[src/rtl/eu_operand_cache.sv]
// Write-once/read-once operand store; reads are registered (1-cycle), writes stall on a FULL entry or lost
// same-index arbitration (lowest channel wins). Build with EU_OPERAND_CACHE_BYPASS_EN to forward same-cycle writes to missing reads.
module eu_operand_cache #(
    parameter int DATA_WIDTH  = 16,
    parameter int LOG2_DEPTH  = 3,
    parameter int NUM_WR_CH   = 2,
    parameter int NUM_RD      = 2,
    parameter int LOG2_NUM_EU = 2,
    parameter int EU_IDX      = 0
) (
    input  logic                              i_clk,
    input  logic                              i_nrst,
    input  logic [NUM_WR_CH-1:0]              i_wr_valid,
    input  logic [NUM_WR_CH*LOG2_NUM_EU-1:0]  i_wr_eu_idx,
    input  logic [NUM_WR_CH*LOG2_DEPTH-1:0]   i_wr_reg_idx,
    input  logic [NUM_WR_CH*DATA_WIDTH-1:0]   i_wr_data,
    output logic [NUM_WR_CH-1:0]              o_wr_ready,
    input  logic [NUM_RD-1:0]                 i_rd_req,
    input  logic [NUM_RD*LOG2_DEPTH-1:0]      i_rd_idx,
    output logic [NUM_RD-1:0]                 o_rd_valid,
    output logic [NUM_RD*DATA_WIDTH-1:0]      o_rd_data,
    output logic [LOG2_DEPTH:0]               o_free_count,
    output logic                              o_err_misroute,
    input  logic                              i_err_clr
);
    localparam int DEPTH = 2 ** LOG2_DEPTH;
    localparam int CW    = LOG2_DEPTH + 1;
    localparam logic [LOG2_NUM_EU-1:0] EU_ID = LOG2_NUM_EU'(EU_IDX);

    typedef logic [DATA_WIDTH-1:0] data_t;
    typedef logic [LOG2_DEPTH-1:0] idx_t;

    data_t                        data_q [DEPTH];
    data_t                        data_d [DEPTH];
    logic [DEPTH-1:0]             hbr_q, hbr_d;
    logic [NUM_RD-1:0]            rd_valid_q, rd_valid_d;
    logic [NUM_RD*DATA_WIDTH-1:0] rd_data_q, rd_data_d;
    logic [CW-1:0]                free_cnt_q, free_cnt_d;
    logic                         err_q, err_d;

    idx_t                         wr_idx [NUM_WR_CH];
    data_t                        wr_dat [NUM_WR_CH];
    logic [NUM_WR_CH-1:0]         wr_match;
    logic [NUM_WR_CH-1:0]         wr_ready;
    logic                         misroute;
    idx_t                         rd_idx [NUM_RD];

    logic [DEPTH-1:0]             ent_wr, ent_rd;
    data_t                        ent_wdat [DEPTH];
`ifdef EU_OPERAND_CACHE_BYPASS_EN
    logic [DEPTH-1:0]             ent_byp;
`endif

    always_comb begin
        for (int c = 0; c < NUM_WR_CH; c++) begin
            wr_idx[c]   = i_wr_reg_idx[c*LOG2_DEPTH +: LOG2_DEPTH];
            wr_dat[c]   = i_wr_data[c*DATA_WIDTH +: DATA_WIDTH];
            wr_match[c] = (i_wr_eu_idx[c*LOG2_NUM_EU +: LOG2_NUM_EU] == EU_ID);
        end
        for (int p = 0; p < NUM_RD; p++) begin
            rd_idx[p] = i_rd_idx[p*LOG2_DEPTH +: LOG2_DEPTH];
        end
    end

    // Misrouted writes are always accepted so they cannot block the channel; only their flag survives.
    always_comb begin
        wr_ready = '0;
        misroute = 1'b0;
        ent_wr   = '0;
        for (int i = 0; i < DEPTH; i++) begin
            ent_wdat[i] = '0;
        end
        for (int c = 0; c < NUM_WR_CH; c++) begin
            if (!wr_match[c]) begin
                wr_ready[c] = 1'b1;
                misroute    = misroute | i_wr_valid[c];
            end else begin
                wr_ready[c] = hbr_q[wr_idx[c]];
                for (int k = 0; k < c; k++) begin
                    if (i_wr_valid[k] && wr_match[k] && (wr_idx[k] == wr_idx[c])) begin
                        wr_ready[c] = 1'b0;
                    end
                end
                if (i_wr_valid[c] && wr_ready[c]) begin
                    ent_wr[wr_idx[c]]   = 1'b1;
                    ent_wdat[wr_idx[c]] = wr_dat[c];
                end
            end
        end
    end

    always_comb begin
        rd_valid_d = '0;
        rd_data_d  = rd_data_q;
        ent_rd     = '0;
`ifdef EU_OPERAND_CACHE_BYPASS_EN
        ent_byp    = '0;
`endif
        for (int p = 0; p < NUM_RD; p++) begin
            if (i_rd_req[p] && !hbr_q[rd_idx[p]]) begin
                rd_valid_d[p]                          = 1'b1;
                rd_data_d[p*DATA_WIDTH +: DATA_WIDTH]  = data_q[rd_idx[p]];
                ent_rd[rd_idx[p]]                      = 1'b1;
            end
`ifdef EU_OPERAND_CACHE_BYPASS_EN
            else if (i_rd_req[p] && ent_wr[rd_idx[p]]) begin
                rd_valid_d[p]                          = 1'b1;
                rd_data_d[p*DATA_WIDTH +: DATA_WIDTH]  = ent_wdat[rd_idx[p]];
                ent_byp[rd_idx[p]]                     = 1'b1;
            end
`endif
        end
    end

    // A write only lands on an EMPTY entry and a read only consumes a FULL one, so the two never collide.
    always_comb begin
        free_cnt_d = '0;
        for (int i = 0; i < DEPTH; i++) begin
            data_d[i] = ent_wr[i] ? ent_wdat[i] : data_q[i];
            hbr_d[i]  = hbr_q[i];
            if (ent_wr[i]) begin
                hbr_d[i] = 1'b0;
            end
`ifdef EU_OPERAND_CACHE_BYPASS_EN
            if (ent_byp[i]) begin
                hbr_d[i] = 1'b1;
            end
`endif
            if (ent_rd[i]) begin
                hbr_d[i] = 1'b1;
            end
            free_cnt_d = free_cnt_d + CW'(hbr_d[i]);
        end
        err_d = misroute ? 1'b1 : (i_err_clr ? 1'b0 : err_q);
    end

    always_ff @(posedge i_clk or negedge i_nrst) begin
        if (!i_nrst) begin
            hbr_q      <= '1;
            for (int i = 0; i < DEPTH; i++) begin
                data_q[i] <= '0;
            end
            rd_valid_q <= '0;
            rd_data_q  <= '0;
            free_cnt_q <= CW'(DEPTH);
            err_q      <= 1'b0;
        end else begin
            hbr_q      <= hbr_d;
            for (int i = 0; i < DEPTH; i++) begin
                data_q[i] <= data_d[i];
            end
            rd_valid_q <= rd_valid_d;
            rd_data_q  <= rd_data_d;
            free_cnt_q <= free_cnt_d;
            err_q      <= err_d;
        end
    end

    assign o_wr_ready     = wr_ready;
    assign o_rd_valid     = rd_valid_q;
    assign o_rd_data      = rd_data_q;
    assign o_free_count   = free_cnt_q;
    assign o_err_misroute = err_q;

endmodule

[config.mk]
export PLATFORM = sky130hd
export DESIGN_NAME = eu_operand_cache
export DESIGN_NICKNAME = d
export VERILOG_FILES = /design/src/rtl/eu_operand_cache.sv
export SDC_FILE = /design/constraint.sdc
export NUM_CORES = 1
export LEC_CHECK = 0
export ABC_AREA = 1
export CAP_MARGIN = 20
export CORE_UTILIZATION = 50
export DETAILED_ROUTE_END_ITERATION = 10
export PLACE_DENSITY = 0.74
export SLEW_MARGIN = 0
export SYNTH_ARGS = -nofsm -noshare
export SYNTH_HDL_FRONTEND = slang
export SYNTH_SLANG_ARGS = --single-unit
[constraint.sdc]
create_clock -name i_clk -period 5.1 [get_ports i_clk]
set_input_delay 0.51 -clock i_clk [delete_from_list [all_inputs] [get_ports i_clk]]
set_output_delay 0.51 -clock i_clk [all_outputs]
set_load 0.02 [all_outputs]
# Word level (Yosys, flattened, before mapping)
# Index checks and enable logic that the tools add are counted.
# op_classes
n_lt_le_gt_ge,14
n_addsub,7
muxes,63
eq_ne,1
bitwise,8
n_reduce_logical,17
# op_table
operator,count
128-bit 2-to-1 mux,4
128-bit bitwise AND,1
128-bit bitwise mux,1
16-bit binary-select mux with 3-bit select,2
16-bit demux with 3-bit select,2
16-bit 2-to-1 mux,6
8-bit 2-to-1 mux,6
1-bit 2-to-1 mux,34
4-bit by 1-bit adder with 4-bit output,4
"4-bit >= comparator, second input constant",4
"3-bit by 4-bit < comparator with 1-bit output, second input constant",4
3-bit NOT with 4-bit output,4
8-bit bitwise OR,2
1-bit binary-select mux with 3-bit select,4
1-bit demux with 3-bit select,4
"3-bit by 1-bit >= comparator with 1-bit output, second input constant",4
1-bit logical AND,12
"4-bit by 1-bit < comparator with 1-bit output, second input constant",2
3-bit by 1-bit adder with 4-bit output,1
2-bit logical NOT,2
2-bit by 1-bit adder with 3-bit output,1
3-bit equality test,1
1-bit by 1-bit adder with 2-bit output,1
1-bit logical NOT,2
2 further kinds,2
# word_totals
regBits,175
input_bits,55
output_inout_bits,41

# Longest topological paths before layout
# logic_depth
depth_word,18
depth_mapped,23
depth_no_buf,21

# Worst setup path after synthesis
# Ideal clock, no wire load.
# synth_timing
kind,input to register
from,in i_wr_reg_idx[3]
to,"reg free_cnt_q[2], in the netlist o_free_count[2]"
t_required_ns,4.975
setup_slack_ns,0.856
arrival_ns,4.118
n_path_buf,2
stages,20
setup_ns,0.125
path_cell_list,buf_4 -> inv_6 -> nand2_1 -> nand3_1 -> nand2_1 -> nor2_4 -> nand4_2 -> buf_6 -> nor2_4 -> nor2_4 -> nand2_1 -> nand2_1 -> fa_1 -> fa_1 -> inv_1 -> fa_1 -> inv_1 -> ha_1 -> fa_1 -> xor2_1
# synth_via
word_cells_on_any_way,38
# synth_rtl
item,line_no,text
"start, declared",15,"input logic [NUM_WR_CH*LOG2_DEPTH-1:0] i_wr_reg_idx,"
3-bit by 4-bit < comparator with 1-bit output (implied by the code) (tied with other cells),85,ent_wr[wr_idx[c]] = 1'b1;
1-bit logical AND (implied by the code) (tied with other cells),85,
1-bit 2-to-1 mux (on tied branches),"85, 80",
1-bit demux with 3-bit select or 1-bit 2-to-1 mux (tied branches),"85, 74",
8-bit bitwise OR (no line) or 1-bit logical AND (tied branches),--,
8-bit 2-to-1 mux (*),84,if (i_wr_valid[c] && wr_ready[c]) begin
8-bit 2-to-1 mux (*),74,if (!wr_match[c]) begin
1-bit 2-to-1 mux (*),121,if (ent_wr[i]) begin
1-bit 2-to-1 mux (*),129,if (ent_rd[i]) begin
net hbr_d[3],35,"logic [DEPTH-1:0] hbr_q, hbr_d;"
3-bit by 1-bit adder with 4-bit output (*),132,free_cnt_d = free_cnt_d + CW'(hbr_d[i]);
4-bit by 1-bit adder with 4-bit output (*) (4 in series),132,
net free_cnt_d[2],38,"logic [CW-1:0] free_cnt_q, free_cnt_d;"
"end signal, assigned",145,free_cnt_q <= CW'(DEPTH);
"end signal, assigned",154,free_cnt_q <= free_cnt_d;
"end, declared",38,
# Mark *: on every way through the listed nets, which the timed path passes. The rest lies on a longest branch. The select of a mux whose other input is x is not followed.
# A chain may end at the register's enable or synchronous reset.

# Worst setup path in the final report
# layout_timing
from,in i_wr_reg_idx[3]
to,"reg free_cnt_q[2], in the netlist o_free_count[2]"
# layout_via
elab_chain_len,16
word_cells_on_any_way,38
# layout_lines
item,line_no
3-bit by 4-bit < comparator with 1-bit output (implied by the code) (tied with other cells),85
1-bit logical AND (implied by the code) (tied with other cells),85
1-bit 2-to-1 mux (on tied branches),"85, 80"
1-bit demux with 3-bit select or 1-bit 2-to-1 mux (tied branches),"85, 74"
8-bit bitwise OR (no line) or 1-bit logical AND (tied branches),--
8-bit 2-to-1 mux (*),84
8-bit 2-to-1 mux (*),74
1-bit 2-to-1 mux (*),121
1-bit 2-to-1 mux (*),129
net hbr_d[1],35
1-bit by 1-bit adder with 2-bit output (*),132
2-bit by 1-bit adder with 3-bit output (*),132
3-bit by 1-bit adder with 4-bit output (*),132
4-bit by 1-bit adder with 4-bit output (*) (4 in series),132
net free_cnt_d[2],38
# Marks and branches as above.

==> results by group <==
Status
  – Status: complete, no violations

Logic synthesis
  – Number of enable flip-flop cells after synthesis: 0
  – Synth Area in Simple Gates: 36.8%
  – Seq cells post-synth: 175
  – Ys Warns: 0
  – Area contributors post-synth: dfrtp_1 (40%), nand2_1 (16%), nand3_1 (8.3%), nor2_1 (7.2%), inv_1 (6.1%)
  – Synth Instances: 1480
  – Synth Area in XOR/XNOR: 0.0833%
  – Synth top area share: 39.5%
  – Avg Inst Size Synth: 7.11 µm²
  – Mapped Area: 10500 µm²
  – Mux contribution to synthesized area: 0%
  – Largest area contributor in the netlist: dfrtp_1
  – Synth Area in Adders: 1.12%
  – Register area share after synthesis: 41.7%
  – Top_reg_cell synth: dfrtp_1
  – Most instantiated library cell after synthesis: nand2_1
  – Main combinational cell family by area after synthesis: simple AND/OR/NAND/NOR gates
  – Post-synth top cells: nand2_1 (451), nor2_1 (201), nand3_1 (174), inv_1 (170), dfrtp_1 (166)
  – Synth unique cells: 43
  – Compound-Gate Fraction of Synth Area: 10.5%
  – Net Count, Synth: 1542
  – Async SR Flop Fraction: 100%

Pwr
  – Max VDD drop: 0.000254 V
  – Power Density: 422 nW/µm²
  – Switching power: 2.06 mW
  – Share of power burned in registers: 42.7%
  – Int Pwr: 3.22 mW
  – Switching Fraction: 39.0%
  – Combinational share of power: 32.6%
  – Clk pwr share: 24.7%
  – LEAKAGE: 6.23 nW

Worst setup path
  – Max stage delay on crit path: 580 ps
  – R2r endpoint: o_free_count[2]
  – Flop2flop setup slack: 730 ps
  – Setup crit end kind: flop
  – Crit path required time: 5420 ps
  – Crit-path max FO: 9
  – Worst setup endpoint: o_free_count[2]
  – Crit path kind: in2reg
  – Worst r2r src: hbr_q[1]
  – Worst path cell trace: clkdlybuf4s50_1 > inv_6 > nand2_1 > nand3_1 > nand2_1 > nor2_4 > nand4_2 > nor2_2 > nor2_1 > nand2_1 > nand2_1 > fa_1 > fa_1 > inv_1 > fa_1 > inv_1 > ha_1 > fa_1 > xor2_1
  – CP Launch Point: i_wr_reg_idx[3]
  – Worst R2R Path Depth: 17
  – Slowest stage cell, crit path: clkdlybuf4s50_1
  – Worst Path Arrival: 4890 ps
  – Setup crit start kind: primary input

Placement
  – Area after DPL: 11900 µm²
  – GPL Wtd Cong: 0.988
  – Port buffer count: 95
  – HPWL after DPL: 28.6 mm

Drt
  – Vias: 11400
  – Vias/cell: 6.07
  – WL final: 40.8 mm
  – Antenna viol nets, final: 0
  – TritonRoute pass-1 iters: 7
  – Wire per inst: 21.7 µm
  – DRC viols: 0
  – Detailed Route Iter0 Violations: 1822

STA
  – Final Slew Violations: 0
  – Setup tns final: 0 ps
  – Max_slew headroom: 19.6%
  – Fmax: 0.219 GHz
  – Tightest Pin Transition: 1200 ps
  – Unrepaired setup endpoints after global routing: false
  – Fin. Hold Viols: 0
  – Final cycle utilization of the critical path: 89.5%
  – Crit path time final: 4570 ps
  – Final setup fails: 0
  – Clock Skew: 10.2 ps

Cells and area
  – Share of cells above drive strength 1: 9.40%
  – # diodes: 0
  – Final instance area: 12500 µm²
  – Post-layout nets: 1655
  – P&R area growth vs syn: 18.9%
  – Fillers: 1862

Global routing
  – Initial antenna violation count: 0
  – GRT Util Overall: 38.9%
  – Vias in the first global route: 10700
  – Largest net degree at the start of global routing: 176
  – Grt total ovfl: 0
  – First-pass GRT wire length: 62.6 mm

Clocking
  – Worst skew pair latency: 440 ps
  – Worst-path clk slew: 70 ps
  – Num CTS Buffers: 17
  – Sink Count: 175
  – Root Driver: clkbuf_16
  – Post-CTS resize count: 0
  – CTS tree: built
  – Clock Path Buffers: 2
  – H-Tree Depth: 4
  – Hold buffer count at cts: 0
  – Setup Fix Bufs, Post-CTS: 0

Floorplanning
  – Top Ports: 96
  – Die area: 21600 µm²
  – Core area: 20400 µm²
  – Core Rows: 52
  – Initial Util: 51.5%
  – Die Span Y: 147 µm
  – Die X: 147 µm

Run
  – Max_cap viols: 0

Hold path
  – Classification of the worst-slack hold path: in2async
## per-layer routing
| metal | part of all wire (%) | global-route usage (%) |
|---|---|---|
| met5 | 0 | 0 |
| met4 | 4.9 | 18.2 |
| met3 | 15 | 12.1 |
| met2 | 41 | 55.2 |
| met1 | 39 | 54.0 |
## logic make-up (layout without fill, tap and decap cells)
| kind of cell | count (synthesis) | in the layout |
|---|---|---|
| compound gates | 166 | 166 |
| fa+ha+maj | 7 | 7 |
| flops | 175 | 175 |
| xor+xnor | 1 | 1 |
| buf+inv | 245 | 371 |
| simple gates | 886 | 886 |
## layout make-up
cell class	count	area (µm²)	share of cell area, %
inverters	195	747	5.97
multi-input cells	1060	5110	40.9
clock inverters	14	146	1.17
well taps	270	338	2.70
flip-flops and latches	175	4390	35.1
repair buffers	144	1330	10.7
clock buffers	18	439	3.51
## how the worst min path moves through the flow
stage	from	endpoint	slack [ps]	cells past startpoint
2_1_floorplan	i_nrst	data_q[0]	210	0
5_1_grt	i_nrst	o_err_misroute	250	2
4_1_cts	i_nrst	o_err_misroute	280	2
3_3_place_gp	data_q[21]	data_q[21]	450	2
6_report	i_nrst	o_err_misroute	160	2
3_5_place_dp	data_q[21]	data_q[21]	460	2
## registers in the layout, indices dropped and copies added (netlist names)
signal / cells
data_q: 128
o_err_misroute: 1
o_free_count: 4
o_rd_valid: 2
hbr_q: 8
o_rd_data: 32
## worst max-delay path, delay by kind of cell
kind	cells	cell delay (ps)
fa+ha+maj	5	2080
xor+xnor	1	170
simple gates	9	1250
buf+inv	4	880
## power groups by stage
stage          Sequential, mW  Clock [mW]  Combinational [mW]
6_report                 2.25        1.30                1.72
5_1_grt                  2.29        1.37                1.90
4_1_cts                  2.22        1.31                1.69
3_5_place_dp             2.24           0                1.68
3_3_place_gp             2.24           0                1.65
2_1_floorplan            2.26           0               0.896
## cells in the final DEF, fill, tap and decap left out, types with 5 or more instances in the layout
cell and n:
nand2_1 451, nor2_1 201, nand3_1 174, inv_1 170, dfrtp_1 166, clkdlybuf4s50_1 94
o22ai_1 54, buf_4 48, a21oi_1 27, a22oi_1 22, o21ai_0 18, inv_2 17
clkbuf_16 17, o2111ai_1 15, nand4_1 13, dfstp_2 9, nand3_2 8, o21bai_1 8
nor2_4 7, o221ai_1 7, nor3_1 6, inv_6 6, nand3_4 6, o211ai_1 6
nor2_2 5
## through the flow
step | utilization [%] | hold slack, ps | instances | setup WS [ps] | power (mW)
final | 61.2 | 164 | 1876 | 534 | 5.27
after global routing | 61.2 | 251 | 1876 | 318 | 5.55
after CTS | 61.2 | 280 | 1876 | 558 | 5.22
after detailed placement | 58.3 | 459 | 1844 | 100 | 3.92
after global placement | 58.3 | 453 | 1844 | 163 | 3.89
after floorplan | - | 214 | 1480 | 856 | 3.15
Power figures use the tool's default switching activity.
==> patch 1, RTL diff (same settings) <==
Change the parameter `LOG2_DEPTH` from 3 to 2.
--- a/src/rtl/eu_operand_cache.sv
+++ b/src/rtl/eu_operand_cache.sv
@@ -4,3 +4,3 @@
     parameter int DATA_WIDTH  = 16,
-    parameter int LOG2_DEPTH  = 3,
+    parameter int LOG2_DEPTH  = 2,
     parameter int NUM_WR_CH   = 2,
Ports: changed (resized i_rd_idx, i_wr_reg_idx and o_free_count); port bits go from 96 to 91. No check against the original RTL was run, so the function may have changed too.
==> patch 1 against the original RTL <==
- largest power group unchanged
- routed wire length fell by 54%
- sequential share of layout area is 1.5 points lower
- synthesized cell count shrank 36%
- power decreased by 34%
- clock power fell by 37%
- synthesized area fell by 36%
- sequential cell count fell by 69
- hold slack better by 0.10 ns
- design area decreased by 37%
- setup slack improved by 0.95 ns
==> patch 1: results (changes against the original RTL) <==
* Run status: finished clean
* Largest net degree at the start of global routing at 68 (-61%)
* CP max stage delay at 0.70 ns (+0.12 ns)
* H-Tree Depth at 3 (-1)
* Vias in the first global route at 5736 (-46%)
* Average cell area after synthesis at 7.09 um2 (-0.19%)
* Buffers on Ports at 90 (-5.3%)
* Share of layout cells above drive strength 1 at 0.0770 (-0.0170)
* DR pass1 iterations at 8 (+1)
* Final Non-Filler Cells at 1176 (-37%)
* Clk Latency, worst-skew pair at 0.36 ns (-0.08 ns)
* Post-DP Area at 0.00755 mm2 (-37%)
* Critical path arrival at 3.86 ns (-1.03 ns)
* XOR/XNOR Fraction of Synth Area at 0 (-0.000833)
* Clk_skew at 0.00985 ns (-0.000311 ns)
* Syn Nets at 1006 (-35%)
* GRT Total Usage at 0.279 (-0.110)
* Compound-Gate Fraction of Synth Area at 0.0882 (-0.0171)
* Main area contributors after synthesis: dfrtp_1 37%, nand2_1 15%, nand4_1 9.2%
* Commonest cells in the netlist: 275 x nand2_1, 101 x dfrtp_1, 99 x nand4_1, 91 x inv_1, 87 x nand3_1
* Num CTS Buffers at 9 (-8)
* Sequential-to-total area share from yosys stat at 0.394 (-0.0237)
* DRT iter0 DRCs at 699 (-62%)
* Total number of vias at 6690 (-41%)
* Gpl congestion at 0.916 (-7.3%)
* Post-Place Setup Slack at 1.15 ns (+1.05 ns)
* Slew @ Worst Pin at 0.878 ns (-0.325 ns)
* First-pass GRT wire length at 31100 um (-50%)
patch 1: cell count changes after synthesis, sizes merged, moves of 16 or more:
cell	unedited run	this run
nand3	188	88
nand4	14	104
buf	39	57
a22oi	22	0
inv	191	100
nand2	456	283
o22ai	54	34
dfrtp	166	101
nor2	213	91
o21ai	18	34
patch 1: path summary, 6_finish.rpt:
kind                                 startpoint         endpoint  slack (ns)  cells after the start
worst max-delay path            i_wr_reg_idx[2]  o_free_count[1]        1.49                     11
worst min-delay path                     i_nrst     o_rd_data[8]        0.27                      1
worst max register to register         hbr_q[3]  o_free_count[1]        1.83                     10
worst min register to register    o_rd_data[19]    o_rd_data[19]        0.52                      2
max in group asynchronous                i_nrst         hbr_q[1]        3.75                      2
min in group i_clk                o_rd_data[19]    o_rd_data[19]        0.52                      2
patch 1: per-layer routing:
layer	vias to the layer above	share of wire	GRT usage
met2	369	0.41	0.369
met1	3047	0.48	0.453
met3	17	0.10	0.0632
met4	0	0.0090	0.0633
li1	3257	-	-
met5	-	0	0
patch 1: final cells by class:
cell class              count  area, um2
clock inverters             7        130
inverters                 103        387
well taps                 176        220
fillers                  1234       5290
clock buffers               9        225
multi-input cells         676       3320
repair buffers             99        966
flip-flops and latches    106       2660
patch 1: power breakdown:
group / internal (W) / switching, W
Combinational: 0.000535 / 0.000748
Clock: 0.000490 / 0.000332
Sequential: 0.00117 / 0.000226
Total: 0.00220 / 0.00131
patch 1: cell families after synthesis:
group | Yosys count
buf+inv | 170
fa+ha+maj | 3
simple gates | 572
compound gates | 101
flops | 106
patch 1: worst max-delay path: cells and delay by family:
family	cells	cell delay, ns
buf+inv	1	0.70
fa+ha+maj	3	1.00
simple gates	7	1.63
==> patch 2, RTL diff (same flow settings) <==
Without the edit above. `rd_data_q` no longer has a reset.
--- a/src/rtl/eu_operand_cache.sv
+++ b/src/rtl/eu_operand_cache.sv
@@ -143,3 +143,2 @@
             rd_valid_q <= '0;
-            rd_data_q  <= '0;
             free_cnt_q <= CW'(DEPTH);
@@ -152,3 +151,2 @@
             rd_valid_q <= rd_valid_d;
-            rd_data_q  <= rd_data_d;
             free_cnt_q <= free_cnt_d;
@@ -156,2 +154,6 @@
         end
+    end
+
+    always_ff @(posedge i_clk) begin
+        rd_data_q <= rd_data_d;
     end
Check against the original RTL: not equivalent (Yosys sat finds a counterexample within 4 cycles, from zero or initial values and one cycle with i_nrst low; the reset may be asserted at any time).
==> patch 2 against the original RTL <==
- sequential cell count stayed put
- fmax grew 6.6%
- critical path type unchanged
- sequential power decreased by 2%
- synthesized area decreased by 4.0%
- design area decreased by 4.7%
- setup slack better by 0.28 ns
- hold slack worse by 0.0031 ns
- synthesized cell count is 13% lower
- routed wire length fell by 3.1%
- power shrank 6.9%
- critical endpoint unchanged
==> patch 2: results (changes against the original RTL) <==
* PostCTS Resize Cnt at 0 (unchanged)
* Drt wl/cell at 24.1 um (+11%)
* Clock slew at reported path FFs at 0.07 ns (about the same)
* Main area contributors after synthesis: dfrtp_1 33%, nand3_1 14%, nand2_1 14%
* DP Wirelength at 24100 um (-16%)
* Root buf cell: clkbuf_16
* DR pass1 iterations at 7 (unchanged)
* GRT Total Usage at 0.394 (+0.00504)
* Total number of vias at 10.7k (-6.1%)
* Initial antenna violation count at 0 (unchanged)
* Crit path from: i_wr_reg_idx[0]
* CTS max path bufs at 2 (unchanged)
* Nets at 1422 (-14%)
* XOR/XNOR Fraction of Synth Area at 0.000867 (+0.0000343)
* Worst R2R Path Depth at 17 (unchanged)
* Slowest CP cell: clkdlybuf4s50_1
* Synth area leader: dfrtp_1
* Hold Crit Class: input port to asynchronous set/reset pin
* Syn. warnings at 0 (unchanged)
* CP max stage delay at 0.68 ns (+0.10 ns)
* Fraction of the mapped netlist area in adder cells at 0.0116 (+0.000460)
* Run status: finished clean
* Critical path arrival at 4.60 ns (-0.29 ns)
* FF-to-FF Start: hbr_q[2]
* Clk_skew at 0.0160 ns (+0.00585 ns)
* Buffers on Ports at 95 (unchanged)
* Gpl congestion at 0.973 (-1.5%)
* Vias in the first global route at 10.0k (-5.9%)
* Largest Register: data_q
* Sequential-to-total area share from yosys stat at 0.451 (+0.0330)
* Register-to-register setup slack at 0.91 ns (+0.18 ns)
* Compound-Gate Fraction of Synth Area at 0.0974 (-0.00793)
* Num CTS Buffers at 17 (unchanged)
* Post-synthesis mux area share at 0 (unchanged)
* Setup Buffers After CTS at 0 (unchanged)
* DRT iter0 DRCs at 1797 (-1.4%)
* Largest register FFs at 128 (unchanged)
* Share of layout cells above drive strength 1 at 0.102 (+0.00794)
* Antenna diode count at 0 (unchanged)
* Post-DRT Antenna Nets at 0 (unchanged)
* Number of library cell types mapped by synthesis at 44 (+2.3%)
* Max VDD drop at 0.232 mV (-8.6%)
* EDFF count, synth at 32 (+32)
* H-Tree Depth at 4 (unchanged)
* Ys async rst share at 0.817 (-0.183)
* Syn Nets at 1343 (-13%)
* Family with the most delay on the worst path: adder cells
* P_leak at 5.44 nW (-13%)
* Peak fanout along the critical path at 11 (+2)
* Largest net degree at the start of global routing at 100 (-43%)
* Worst r2r dst: o_free_count[2]
* Slew @ Worst Pin at 1.01 ns (-0.191 ns)
* First-pass GRT wire length at 59300 um (-5.3%)
* Clk Latency, worst-skew pair at 0.44 ns (about the same)
* Commonest cells in the netlist: 369 x nand2_1, 278 x nand3_1, 134 x dfrtp_1, 95 x inv_1
[patch 2: cells by family (layout without fill, tap and decap cells)]
group,after synthesis,in the layout
AOI/OAI and AO/OA,137,137
xor gates and xnor gates,1,1
adders and majority gates,7,7
buffers and inverters,208,300
DFF,175,175
and+or+nand+nor,753,753
[patch 2: per-stage QoR]
stage / util / hold WS (ns) / instances / worst slack [ns] / area (um2)
floorplan: - / 0.214 / 1281 / 0.627 / 10100
global placement: 0.575 / 0.495 / 1606 / 0.487 / 11300
detailed placement: 0.575 / 0.498 / 1606 / 0.397 / 11300
CTS: 0.606 / 0.237 / 1638 / 0.852 / 11900
global route: 0.606 / 0.248 / 1638 / 0.561 / 11900
finish: 0.606 / 0.161 / 1638 / 0.817 / 11900
[patch 2: worst max-delay path by stage]
stage / to / slack (ns) / cells after the start
global placement: o_free_count[2] / 0.49 / 20
finish: o_free_count[2] / 0.82 / 20
floorplan: o_free_count[2] / 0.63 / 16
global route: o_free_count[2] / 0.56 / 20
CTS: o_free_count[2] / 0.85 / 20
detailed placement: o_free_count[2] / 0.40 / 20
[patch 2: where the power goes]
part	internal, W	switching, W	leakage [nW]
clock	0.000781	0.000581	0.301
combinational	0.000556	0.000792	3.02
sequential	0.00188	0.000318	2.12
total	0.00322	0.00169	5.44
[patch 2: cell type report]
cell class / instances / area (um2)
clock buffers: 21 / 482
clock inverters: 11 / 125
fillers: 1750 / 7740
inverters: 130 / 495
multi-input cells: 898 / 4660
flip-flops and latches: 175 / 4550
well taps: 265 / 332
repair buffers: 138 / 1270
[patch 2: per-layer routing]
layer	vias up	wire length, um	global-route usage	part of all wire
met5	-	0	0	0
met4	0	3020	0.240	0.076
met3	297	6440	0.128	0.16
met2	1000	16500	0.581	0.42
met1	4866	13600	0.503	0.34
li1	4535	-	-	-
